**config.mk**
```make
export PLATFORM = sky130hd
export DESIGN_NAME = fetch_buffer_ctrl_flat
export DESIGN_NICKNAME = d
export VERILOG_FILES = /design/src/rtl/fetch_buffer_ctrl_if.sv /design/src/rtl/fetch_buffer_ctrl.sv /design/src/flat_wrapper.sv
export SDC_FILE = /design/constraint.sdc
export NUM_CORES = 1
export LEC_CHECK = 0
export ABC_AREA = 1
export BUFFER_PORTS_ARGS = -buffer_cell sky130_fd_sc_hd__buf_2
export CAP_MARGIN = 20
export CORE_MARGIN = 2
export CORE_UTILIZATION = 35
export DETAILED_ROUTE_END_ITERATION = 8
export GPL_TIMING_DRIVEN = 1
export PLACE_DENSITY_LB_ADDON = 0.3
export SLEW_MARGIN = 25
export SYNTH_ARGS = -nofsm -noshare
export SYNTH_HDL_FRONTEND = slang
export SYNTH_SLANG_ARGS = --single-unit
```
**constraint.sdc**
```tcl
create_clock -name clk -period 4.7 [get_ports clk]
set_input_delay 0.47 -clock clk [delete_from_list [all_inputs] [get_ports clk]]
set_output_delay 0.47 -clock clk [all_outputs]
set_load 0.02 [all_outputs]
```
**src/rtl/fetch_buffer_ctrl_if.sv**
```systemverilog
// Fetch controller bus: instruction-memory request/response, decode handoff
// and redirect. The master side is the fetch controller, the slave side is
// the surrounding core/memory environment.
interface fetch_buffer_ctrl_if;
  logic        imem_req_valid;
  logic        imem_req_ready;
  logic [31:0] imem_req_addr;
  logic        imem_rsp_valid;
  logic [31:0] imem_rsp_data;
  logic        stall;
  logic        redirect_valid;
  logic [31:0] redirect_pc;
  logic        instr_valid;
  logic [31:0] instr;
  logic [31:0] instr_pc;

  modport master (
    output imem_req_valid,
    input  imem_req_ready,
    output imem_req_addr,
    input  imem_rsp_valid,
    input  imem_rsp_data,
    input  stall,
    input  redirect_valid,
    input  redirect_pc,
    output instr_valid,
    output instr,
    output instr_pc
  );

  modport slave (
    input  imem_req_valid,
    output imem_req_ready,
    input  imem_req_addr,
    output imem_rsp_valid,
    output imem_rsp_data,
    output stall,
    output redirect_valid,
    output redirect_pc,
    input  instr_valid,
    input  instr,
    input  instr_pc
  );
endinterface

```
**src/rtl/fetch_buffer_ctrl.sv**
```systemverilog
// Instruction fetch sequencer: issues in-order fetch requests, buffers the
// returned words with their PCs, hands one instruction per cycle to decode,
// and flushes on redirect while discarding responses owed to flushed requests.
//
// entry state | meaning
// ------------+------------------------------------------------
// EMPTY       | slot free
// PENDING     | request accepted, PC stored, word not yet back
// FULL        | word returned, waiting for decode to pop it
module fetch_buffer_ctrl #(
  parameter logic [31:0] RESET_PC = 32'h0000_0000,
  parameter int          DEPTH    = 2
) (
  input logic          clk,
  input logic          reset,
  fetch_buffer_ctrl_if.master bus
);

  localparam int PTR_W = (DEPTH > 1) ? $clog2(DEPTH) : 1;
  // Wide enough to hold alloc + disc (up to 2*DEPTH) without overflow.
  localparam int CNT_W = $clog2(DEPTH + 1) + 1;

  localparam logic [1:0] ST_EMPTY   = 2'd0;
  localparam logic [1:0] ST_PENDING = 2'd1;
  localparam logic [1:0] ST_FULL    = 2'd2;

  logic [1:0]       st_q   [DEPTH];
  logic [1:0]       st_d   [DEPTH];
  logic [31:0]      data_q [DEPTH];
  logic [31:0]      data_d [DEPTH];
  logic [31:0]      epc_q  [DEPTH];
  logic [31:0]      epc_d  [DEPTH];
  logic [PTR_W-1:0] head_q, head_d;
  logic [PTR_W-1:0] tail_q, tail_d;
  logic [PTR_W-1:0] fill_q, fill_d;
  logic [31:0]      pc_q, pc_d;
  logic [CNT_W-1:0] disc_q, disc_d;

  logic [CNT_W-1:0] alloc_cnt;
  logic [CNT_W-1:0] pend_cnt;
  logic [CNT_W-1:0] disc_sum;
  logic             credit_ok;
  logic             req_valid;
  logic             accept;
  logic             head_full;
  logic             pop;

  // Occupancy counts derived from the per-entry states.
  always_comb begin
    alloc_cnt = '0;
    pend_cnt  = '0;
    for (int i = 0; i < DEPTH; i++) begin
      if (st_q[i] != ST_EMPTY)   alloc_cnt = alloc_cnt + CNT_W'(1);
      if (st_q[i] == ST_PENDING) pend_cnt  = pend_cnt + CNT_W'(1);
    end
  end

  // Credit covers both live entries and responses still owed to flushed requests.
  assign credit_ok = (alloc_cnt + disc_q) < CNT_W'(DEPTH);
  assign req_valid = !reset && !bus.redirect_valid && credit_ok;
  assign accept    = req_valid && bus.imem_req_ready;
  assign head_full = (st_q[head_q] == ST_FULL);
  assign pop       = head_full && !bus.stall && !bus.redirect_valid;
  assign disc_sum  = disc_q + pend_cnt;

  assign bus.imem_req_valid = req_valid;
  assign bus.imem_req_addr  = pc_q;
  assign bus.instr_valid    = head_full;
  assign bus.instr          = data_q[head_q];
  assign bus.instr_pc       = epc_q[head_q];

  // Next-state: redirect flushes everything; otherwise accept, fill and pop
  // touch distinct entries and may all happen in one cycle.
  always_comb begin
    st_d   = st_q;
    data_d = data_q;
    epc_d  = epc_q;
    head_d = head_q;
    tail_d = tail_q;
    fill_d = fill_q;
    pc_d   = pc_q;
    disc_d = disc_q;

    if (bus.redirect_valid) begin
      pc_d   = bus.redirect_pc;
      head_d = '0;
      tail_d = '0;
      fill_d = '0;
      for (int i = 0; i < DEPTH; i++) st_d[i] = ST_EMPTY;
      // A response arriving now belongs to an old request; it retires one
      // owed response. A stray response with nothing owed is ignored.
      if (bus.imem_rsp_valid && (disc_sum != '0)) disc_d = disc_sum - CNT_W'(1);
      else                                        disc_d = disc_sum;
    end else begin
      if (accept) begin
        st_d[tail_q]  = ST_PENDING;
        epc_d[tail_q] = pc_q;
        tail_d        = tail_q + PTR_W'(1);
        pc_d          = pc_q + 32'd4;
      end
      if (bus.imem_rsp_valid) begin
        if (disc_q != '0) begin
          disc_d = disc_q - CNT_W'(1);
        end else if (st_q[fill_q] == ST_PENDING) begin
          st_d[fill_q]   = ST_FULL;
          data_d[fill_q] = bus.imem_rsp_data;
          fill_d         = fill_q + PTR_W'(1);
        end
      end
      if (pop) begin
        st_d[head_q] = ST_EMPTY;
        head_d       = head_q + PTR_W'(1);
      end
    end
  end

  // State registers with asynchronous reset.
  always_ff @(posedge clk or posedge reset) begin
    if (reset) begin
      for (int i = 0; i < DEPTH; i++) begin
        st_q[i]   <= ST_EMPTY;
        data_q[i] <= 32'h0;
        epc_q[i]  <= 32'h0;
      end
      head_q <= '0;
      tail_q <= '0;
      fill_q <= '0;
      pc_q   <= RESET_PC;
      disc_q <= '0;
    end else begin
      for (int i = 0; i < DEPTH; i++) begin
        st_q[i]   <= st_d[i];
        data_q[i] <= data_d[i];
        epc_q[i]  <= epc_d[i];
      end
      head_q <= head_d;
      tail_q <= tail_d;
      fill_q <= fill_d;
      pc_q   <= pc_d;
      disc_q <= disc_d;
    end
  end

endmodule

```
**src/flat_wrapper.sv**
```systemverilog
// flat-port wrapper written by rule: the top's interface ports become plain ports
module fetch_buffer_ctrl_flat 
#(
  parameter logic [31:0] RESET_PC = 32'h0000_0000,
  parameter int          DEPTH    = 2
)
  (clk, reset, bus_imem_req_valid, bus_imem_req_ready, bus_imem_req_addr, bus_imem_rsp_valid, bus_imem_rsp_data, bus_stall, bus_redirect_valid, bus_redirect_pc, bus_instr_valid, bus_instr, bus_instr_pc);
  fetch_buffer_ctrl_if bus_i ();
  input logic clk;
  input logic reset;
  output wire logic [$bits(bus_i.imem_req_valid)-1:0] bus_imem_req_valid;
  input wire logic [$bits(bus_i.imem_req_ready)-1:0] bus_imem_req_ready;
  output wire logic [$bits(bus_i.imem_req_addr)-1:0] bus_imem_req_addr;
  input wire logic [$bits(bus_i.imem_rsp_valid)-1:0] bus_imem_rsp_valid;
  input wire logic [$bits(bus_i.imem_rsp_data)-1:0] bus_imem_rsp_data;
  input wire logic [$bits(bus_i.stall)-1:0] bus_stall;
  input wire logic [$bits(bus_i.redirect_valid)-1:0] bus_redirect_valid;
  input wire logic [$bits(bus_i.redirect_pc)-1:0] bus_redirect_pc;
  output wire logic [$bits(bus_i.instr_valid)-1:0] bus_instr_valid;
  output wire logic [$bits(bus_i.instr)-1:0] bus_instr;
  output wire logic [$bits(bus_i.instr_pc)-1:0] bus_instr_pc;
  assign bus_imem_req_valid = bus_i.imem_req_valid;
  assign bus_i.imem_req_ready = bus_imem_req_ready;
  assign bus_imem_req_addr = bus_i.imem_req_addr;
  assign bus_i.imem_rsp_valid = bus_imem_rsp_valid;
  assign bus_i.imem_rsp_data = bus_imem_rsp_data;
  assign bus_i.stall = bus_stall;
  assign bus_i.redirect_valid = bus_redirect_valid;
  assign bus_i.redirect_pc = bus_redirect_pc;
  assign bus_instr_valid = bus_i.instr_valid;
  assign bus_instr = bus_i.instr;
  assign bus_instr_pc = bus_i.instr_pc;
  fetch_buffer_ctrl #(.RESET_PC(RESET_PC), .DEPTH(DEPTH)) u_core (.clk(clk), .reset(reset), .bus(bus_i));
endmodule
```
After elaboration in Yosys (flattened, before gate mapping)
Cells that the tools add are included.
{"block": "totals", "ff_bits": 170, "in_bits": 70, "word_cells": 121}
{"block": "classes", "n_addsub": 10, "magnitude_cmp": 7, "eq_ne": 5, "n_mux": 50, "bitwise": 13, "reduce_logical": 25}
{"operator": "two-way mux 32 bit", "count": 10}
{"operator": "bitwise mux 64 bit", "count": 2}
{"operator": "demux 32 bit (select 1 bit)", "count": 2}
{"operator": "adder 32 x 3 -> 32 bit (second input constant)", "count": 1}
{"operator": "two-way mux 4 bit", "count": 8}
{"operator": "two-way mux 2 bit", "count": 9}
{"operator": "two-way mux 3 bit", "count": 6}
{"operator": "nonzero test 2 bit", "count": 7}
{"operator": "two-way mux 1 bit", "count": 10}
{"operator": "logical AND 1 bit", "count": 9}
{"operator": "adder 3 bit", "count": 2}
{"operator": "demux 2 bit (select 1 bit)", "count": 3}
{"operator": "== test 2 x 1 -> 1 bit (second input constant)", "count": 3}
{"operator": ">= comparator 2 bit (second input constant)", "count": 3}
{"operator": "< comparator 2 x 1 -> 1 bit (second input constant)", "count": 3}
{"operator": "NOT 1 -> 2 bit", "count": 3}
{"operator": "nonzero test 3 bit", "count": 2}
{"operator": "subtractor 3 x 1 -> 3 bit (second input constant)", "count": 2}
{"operator": "adder 1 x 1 -> 2 bit (second input constant)", "count": 2}
{"operator": "bitwise AND 2 bit", "count": 2}
{"operator": "bitwise AND 4 bit", "count": 1}
{"operator": "NOT 2 bit", "count": 2}
{"operator": "NOT 4 bit", "count": 1}
{"operator": "OR 2 bit", "count": 2}
{"operator": "9 further kinds", "count": 15}

Logic depth before layout (Yosys ltp)
Gate-level depths: netlist (run 1).
{"block": "logic_depth", "depth_word": 18, "depth_mapped": 14, "mapped_depth_nobuf": 14}

Least setup slack after synthesis (run 1)
Ideal clock, no wire load.
{"block": "synth_path", "path_kind": "reg-to-reg", "startpoint": "reg u_core.st_q[2] (netlist bit)", "endpoint": "reg u_core.disc_q[1]", "setup_time_ns": 0.128, "t_arrival_ns": 2.403, "required_time_ns": 4.572, "setup_slack_ns": 2.169, "path_stages_with_launch": 15, "period_less_slack_ns": 2.531, "cell_sequence": "dfrtp_1 -> inv_1 -> nor2_1 -> ha_1 -> ha_1 -> fa_1 -> inv_1 -> ha_1 -> ha_1 -> nor2_1 -> nand2_1 -> o211ai_1 -> o21ai_0 -> nand2_1 -> o21ai_0"}
{"block": "synth_between", "elab_chain_len": 9}
{"element": "from (decl)", "line": "fetch_buffer_ctrl.sv:27", "source": "logic [1:0] st_q [DEPTH];"}
{"element": "from (signal, indexed assignment)", "line": "fetch_buffer_ctrl.sv:132", "source": "st_q[i] <= st_d[i];"}
{"element": "== test 2 x 1 -> 1 bit (*)", "line": "fetch_buffer_ctrl.sv:54", "source": "if (st_q[i] == ST_PENDING) pend_cnt = pend_cnt + CNT_W'(1);"}
{"element": "two-way mux 1 bit (*)", "line": "fetch_buffer_ctrl.sv:54"}
{"element": "adder 1 x 1 -> 2 bit", "line": "fetch_buffer_ctrl.sv:54"}
{"element": "two-way mux 3 bit (*)", "line": "fetch_buffer_ctrl.sv:54"}
{"element": "adder 3 bit (*)", "line": "fetch_buffer_ctrl.sv:64", "source": "assign disc_sum = disc_q + pend_cnt;"}
{"element": "parallel branches: the longest is 2 deep, another holds subtractor 3 x 1 -> 3 bit"}
{"element": "two-way mux 3 bit (*)", "line": "fetch_buffer_ctrl.sv:92", "source": "if (bus.imem_rsp_valid && (disc_sum != '0)) disc_d = disc_sum - CNT_W'(1);"}
{"element": "two-way mux 3 bit (*)", "line": "fetch_buffer_ctrl.sv:84", "source": "if (bus.redirect_valid) begin"}
{"element": "to (signal assigned)", "line": "fetch_buffer_ctrl.sv:140", "source": "disc_q <= disc_d;"}
{"element": "to (decl)", "line": "fetch_buffer_ctrl.sv:37", "source": "logic [CNT_W-1:0] disc_q, disc_d;"}
Every way passes the cells marked *.
A chain may end at the register's enable or synchronous reset.

Final worst setup path (run 1)
{"block": "layout_path", "startpoint": "reg u_core.st_q[1] (netlist bit)", "endpoint": "reg u_core.epc_q[44] (netlist bit)"}
{"block": "layout_between", "elab_chain_len": 7}
{"element": "nonzero test 2 bit", "line": "fetch_buffer_ctrl.sv:53", "source": "if (st_q[i] != ST_EMPTY) alloc_cnt = alloc_cnt + CNT_W'(1);"}
{"element": "two-way mux 3 bit", "line": "fetch_buffer_ctrl.sv:53"}
{"element": "adder 3 bit", "line": "fetch_buffer_ctrl.sv:59", "source": "assign credit_ok = (alloc_cnt + disc_q) < CNT_W'(DEPTH);"}
{"element": "< comparator 3 x 2 -> 1 bit", "line": "fetch_buffer_ctrl.sv:59"}
{"element": "logical AND 1 bit", "line": "fetch_buffer_ctrl.sv:60", "source": "assign req_valid = !reset && !bus.redirect_valid && credit_ok;"}
{"element": "logical AND 1 bit", "line": "fetch_buffer_ctrl.sv:61", "source": "assign accept = req_valid && bus.imem_req_ready;"}
{"element": "AND reduction 2 bit (no line)"}
{"element": "to (signal, indexed assignment)", "line": "fetch_buffer_ctrl.sv:134", "source": "epc_q[i] <= epc_d[i];"}
{"element": "to (decl)", "line": "fetch_buffer_ctrl.sv:31", "source": "logic [31:0] epc_q [DEPTH];"}
Every way passes these cells.

==> results.cfg, run 1 <==
[worst_setup_path]
critical_path.endpoint_type = flip-flop
cp_num_cells = 13
cp_slowest_cell = fa_1
crit_path_max_fanout = 37
critPathBufInv = 3
worstSetupStartpointType = flip-flop
cpMostUsedCell = nand2_1
regToRegStartpoint = u_core.st_q[1]
crit_family = simple AND/OR/NAND/NOR gates
r2r_end = u_core.epc_q[44]
cp.arrival_ns = 3.38
critPathCapture = u_core.epc_q[44]
startpoint = u_core.st_q[1]
reg2reg_depth = 13
cp_cell_sequence = or2_2 -> ha_1 -> nand2_1 -> fa_1 -> nand2_1 -> nor2_2 -> nand3_4 -> inv_2 -> buf_4 -> nand2_2 -> buf_4 -> nand2_1 -> o21ai_1
max_stage_delay_ns = 0.48
required_ns = 5.01
r2r_slack_ns = 1.63
crit_type = reg -> reg

[sta]
fin_crit_sh_pct = 65.4
clock.fmax_ghz = 0.325
setup_tns_ns = 0
fin_crit_ns = 3.07
rsz0062_at_grt = no
hold_viol = 0
clock_skew_ns = 0.0222
setup_viol = 0
worstMarginPinSlew_ns = 0.808
maxSlewViolCount = 0
slew_headroom_pct = 46.0

[finish]
regArea_sq_mm = 0.00426
multi_input_area_sq_mm = 0.00366
fillCellCount = 2552
layout.nets = 1388
antenna_cells = 0
mostFrequentLayoutCells = 496 x nand2_1, 169 x dfrtp_1, 167 x buf_2
final_common_cell = nand2_1
layoutNonFillerInstCount = 1645
drive_gt1_share_pct = 17.0
area_growth_pct = 19.1

[die]
fp.dieArea_sq_mm = 0.0259
initial_core_util_pct = 35.6
die_x_um = 161
die_y_um = 161
row_count = 57
io_pins = 168
coreArea_sq_mm = 0.0242

[logic_synthesis]
yosys.area.top_type_share_pct = 49.3
yosysTopAreaCell = dfrtp_1
yosysSeqAreaShare_pct = 49.3
ys_types = 30
synth_area_leaders = dfrtp_1 49%, nand2_1 22%, o21ai_0 5.0%
syn-cell-area_sq_mm = 0.00862
ys_ff_latch = 170
ys_warn_count = 0
syn_area_per_cell_sq_um = 7.39
syn_inst = 1166
syn-num-nets = 1246

[clock_network]
postCtsSetupBuffers = 0
insertion_delay_ns = 0.45
ctsHoldBuffers = 0
tritoncts = done
clockRootBuffer = clkbuf_16
cts.repair.resized = 0
numClockSinks = 170
clkSlewWorstSetupHoldPaths_ns = 0.08
clockBufferDepth = 2
cts_buffers = 17
htreeDepth = 4

[power_and_ir_drop]
power_density_mw_per_mm2 = 483
leakagePower_nw = 5.33
vdd_drop_max_v = 0.000233

[grt]
grt_pass1_vias = 7450
grt_pass1_wl_mm = 38.6
track_usage_pct = 18.6
grt_max_degree = 67
gr-total-overflow = 0
antenna_found_initial = 0

[detailed_routing]
wirelength_mm = 23.4
drt-initial-drc-count = 587
vias = 7778
viasPerCell = 4.73
detail-route-antenna-nets = 0
dr.pass1.iters = 5
wl_per_cell_um = 14.2
drc = 0

[min_path]
hp-class = in -> reg

[outcome]
outcome = complete, no violations

[placement]
io_buffer_count = 167
hpwl_mm = 16.4
gp_congestion = 0.890
dp_cells = 1613

[flow_run]
maxCapViolations = 0
==> final cells by class <==
type / instances / share of cell area (%)
Timing Repair Buffer: 179 / 9.02
Inverter: 110 / 4.07
Tap cell: 324 / 3.95
Multi-Input combinational cell: 830 / 35.6
Clock buffer: 18 / 4.28
Sequential cell: 170 / 41.5
Clock inverter: 14 / 1.60
==> worst min-delay path by stage <==
stage	from	endpoint	slack, ns	cells past startpoint
2_1_floorplan	u_core.data_q[26]	u_core.data_q[26]	0.44	2
3_3_place_gp	u_core.data_q[9]	u_core.data_q[9]	0.45	2
3_5_place_dp	u_core.data_q[14]	u_core.data_q[14]	0.46	2
4_1_cts	bus_redirect_pc[1]	u_core.bus.imem_req_addr[1]	0.22	3
5_1_grt	bus_imem_rsp_data[27]	u_core.data_q[59]	0.25	3
6_report	bus_redirect_pc[1]	u_core.bus.imem_req_addr[1]	0.23	3
==> synthesized netlist by cell type <==
library cell and instances:
ha_1 8, nor2_1 65, buf_2 15, dfrtp_1 170, o211ai_1 10, xor2_1 9, nand2_2 1, or2_2 2
nand2_1 497, nand3_4 1, buf_1 5, a211oi_1 1, a21oi_1 6, nor3_1 1, o21ai_0 86, buf_6 7
nand3_1 76, clkbuf_2 3, fa_1 2, clkbuf_1 22, xnor2_1 1, o21ai_1 60, xor2_4 1, inv_2 3
buf_4 4, clkinv_1 2, inv_1 105, nor2_4 1, nand4_1 1, nor2_2 1
==> per-layer routing <==
| layer | vias up | part of all wire (%) | global-route usage, % |
|---|---|---|---|
| met4 | 0 | 1.9 | 6.09 |
| met3 | 29 | 6.2 | 3.59 |
| li1 | 3928 | - | - |
| met1 | 3567 | 47 | 26.4 |
| met2 | 254 | 45 | 28.6 |
| met5 | - | 0 | 0 |
==> kinds of logic (layout without fill, tap and decap cells) <==
kind of cell               count (synthesis)  count (layout)  share of synthesized area [%]
and+or+nand+nor                          646             646                           29.6
DFF                                      170             170                           49.3
buffers and inverters                    166             321                           8.27
AOI/OAI and AO/OA                        163             163                           9.78
xor gates and xnor gates                  11              11                           1.34
adders and majority gates                 10              10                           1.63
==> worst register-to-register path, delay by kind of cell, from the launching register on <==
kind / cells / cell delay [ns]
buf+inv: 3 / 0.71
fa+ha+maj: 2 / 0.75
compound gates: 1 / 0.07
simple gates: 7 / 1.02
flops: 1 / 0.41
==> sequential cells by signal, summed over array words and instances, names as in the netlist <==
register	cells
u_core.head_q	1
u_core.fill_q	1
u_core.epc_q	64
u_core.data_q	64
u_core.st_q	4
u_core.bus.imem_req_addr	32
u_core.disc_q	3
u_core.tail_q	1
==> metrics by stage <==
step	power [mW]	hold WS, ns	util (%)	cell area (sq um)	setup WS (ns)
2_1_floorplan	3.03	0.442	-	8620	2.06
3_3_place_gp	3.53	0.453	39.8	9660	1.71
5_1_grt	5.30	0.249	42.3	10300	1.41
3_5_place_dp	3.57	0.458	39.8	9660	1.64
4_1_cts	5.01	0.223	42.3	10300	1.63
6_report	4.96	0.234	42.3	10300	1.63
==> power breakdown <==
part	switching, mW	internal (mW)	total (mW)
registers	0.228	1.80	2.03
logic	0.990	0.511	1.50
clock network	0.694	0.735	1.43
total	1.91	3.05	4.96
Note: power is estimated with default switching activity, not from simulation.
==> run 2: changes to the inputs <==
==> constraint.sdc (replaced) <==
create_clock -name clk -period 2.6 [get_ports clk]
set_input_delay 0.26 -clock clk [delete_from_list [all_inputs] [get_ports clk]]
set_output_delay 0.26 -clock clk [all_outputs]
set_load 0.02 [all_outputs]
==> run 2 against run 1 <==
Effect of this change: critical path depth fell by 5; power is 93% higher; clock skew decreased by 0.0081 ns; wire length increased by 12%; largest cell class is now multi-input combinational cells; non-clock buffer count increased by 35; hold slack got worse by 0.21 ns; sequential power rose by 88%; worst setup slack lost 1.6 ns; critical path type is now reg -> out.
==> results.cfg, run 2 (synthesized netlist as in run 1, its figures left out) <==
[finish]
mostFrequentLayoutCells = 438 x nand2_1, 168 x dfrtp_1, 166 x buf_2
layout.nets = 1425
antenna_cells = 0
area_growth_pct = 33.5
final_common_cell = nand2_1
regArea_sq_mm = 0.00426
drive_gt1_share_pct = 27.4
fillCellCount = 2419
multi_input_area_sq_mm = 0.00427
fin_area_sq_mm = 0.0115

[grt]
top_usage_layer = met2
gr-usage-met1_pct = 25.9
grt_pass1_wl_mm = 38.2
use_met2_pct = 29.5
antenna_found_initial = 0
grt_max_degree = 100
grtUsageMet3_pct = 3.41
track_usage_pct = 18.4
grt_pass1_vias = 7455
gr-total-overflow = 0

[sta]
maxSlewViolCount = 0
fin_ws_ns = 0.00303
worstMarginPinSlew_ns = 0.576
fin_crit_ns = 2.60
setup_viol = 0
clock_skew_ns = 0.0142
slew_headroom_pct = 61.6
hold_viol = 0
fin_crit_sh_pct = 99.9
rsz0062_at_grt = yes
clock.fmax_ghz = 0.385

[clock_network]
htreeDepth = 4
clkSlewWorstSetupHoldPaths_ns = 0.08
cts_buffers = 17
clockBufferDepth = 2
insertion_delay_ns = 0.44
numClockSinks = 170
clockRootBuffer = clkbuf_16
tritoncts = done

[detailed_routing]
drc = 0
wirelength_mm = 26.3
viasPerCell = 4.87
dr.pass1.iters = 5
wl_per_cell_um = 15.6
drt-initial-drc-count = 762
vias = 8190
detail-route-antenna-nets = 0

[worst_setup_path]
cp_slowest_cell = fa_1
startpoint = u_core.st_q[1]
r2r_slack_ns = 0.003
max_stage_delay_ns = 0.45
crit_family = adder cells
cp_cell_sequence = or2_4 -> ha_4 -> nand2_2 -> fa_1 -> xor2_4 -> nand2_1 -> inv_2 -> buf_6
reg2reg_depth = 13
crit_type = reg -> out
r2r_end = u_core.epc_q[29]
critPathBufInv = 2
crit_path_max_fanout = 4
cp_num_cells = 8
critPathCapture = bus_imem_req_valid
worstSetupStartpointType = flip-flop
required_ns = 2.34
critical_path.endpoint_type = output pin
regToRegStartpoint = u_core.st_q[1]
cp.arrival_ns = 2.34

[placement]
detailed_place.area_sq_mm = 0.00983
dp_slack_ns = -0.00917
io_buffer_count = 167
hpwl_mm = 16.4
gp_congestion = 0.875

[power_and_ir_drop]
switching_share_pct = 39.4
p_int_mw = 5.82
seq_power_share_pct = 39.7
combPwrFrac_pct = 33.8
power_density_mw_per_mm2 = 834
vdd_drop_max_v = 0.000328
leakagePower_nw = 5.77
power_switching_mw = 3.78
power.clock.fraction_pct = 26.5

[die]
row_count = 57
coreArea_sq_mm = 0.0242
initial_core_util_pct = 35.6
fp.dieArea_sq_mm = 0.0259
die_x_um = 161
die_y_um = 161
io_pins = 168

[flow_run]
maxCapViolations = 0

[outcome]
outcome = complete, no violations

[min_path]
hp-class = in -> reg
## run 2: cell type report
| cell class | instances | share of cell area, % |
|---|---|---|
| clock inverter | 14 | 1.32 |
| tap | 324 | 3.52 |
| inverter | 110 | 3.73 |
| timing repair buffer | 214 | 13.6 |
| sequential | 170 | 37.0 |
| multi-input combinational | 832 | 37.1 |
| clock buffer | 18 | 3.73 |
## run 2: worst min-delay path by stage
stage,start,to,slack [ns],cells past startpoint
after global routing,bus_redirect_pc[0],u_core.bus.imem_req_addr[0],0.03,3
after global placement,reset,u_core.epc_q[12],0.21,2
after floorplan,bus_redirect_pc[0],u_core.bus.imem_req_addr[0],0.38,2
after CTS,bus_redirect_pc[0],u_core.bus.imem_req_addr[0],0.02,3
after detailed placement,reset,u_core.epc_q[12],0.20,2
final,bus_redirect_pc[0],u_core.bus.imem_req_addr[0],0.02,3
## run 2: timing repair
item                                    CTS  global route
pin swaps                                 4            12
hold buffers                              1             0
setup buffers                             3             3
endpoints found under the hold margin    34             0
resized for setup                        10           182
endpoints found under the setup margin   12            86
gates cloned                              0            20
## run 2: power by group through the flow
stage / logic, mW / clock network (mW) / registers [mW]
2_1_floorplan: 1.81 / 0 / 3.67
3_3_place_gp: 2.74 / 0 / 3.70
3_5_place_dp: 2.79 / 0 / 3.70
4_1_cts: 2.82 / 2.59 / 3.66
5_1_grt: 3.59 / 2.69 / 3.88
6_report: 3.25 / 2.54 / 3.81
## run 2: worst register-to-register path, cell delays in order, from the launching register on
cell and delay (ns):
dfrtp_2 0.44, or2_4 0.25, ha_4 0.26, nand2_2 0.05, fa_1 0.48, nand2_1 0.06, nor2_2 0.11, buf_4 0.13
nand3_4 0.12, clkinv_8 0.13, nand2_8 0.11, clkbuf_16 0.22, nand2_1 0.07, o21ai_1 0.07
## run 2: per-layer routing
metal / part of all wire, % / wire length (um) / vias to the layer above
met5: 0 / 0 / -
met2: 46 / 12100 / 270
li1: - / - / 4015
met1: 46 / 12100 / 3864
met4: 1.8 / 475 / 0
met3: 5.9 / 1560 / 41
## run 2: stage by stage
stage               hold WS [ns]  TNS [ns]  power, mW  util, %  std cells
floorplan                  0.381         0       5.48        -       1166
global placement           0.205         0       6.44     40.6       1623
detailed placement         0.204   -0.0274       6.49     40.6       1623
CTS                       0.0188   -0.0158       9.06     43.2       1659
global route              0.0322     -6.32       10.2     47.5       1682
finish                    0.0244         0       9.60     47.5       1682
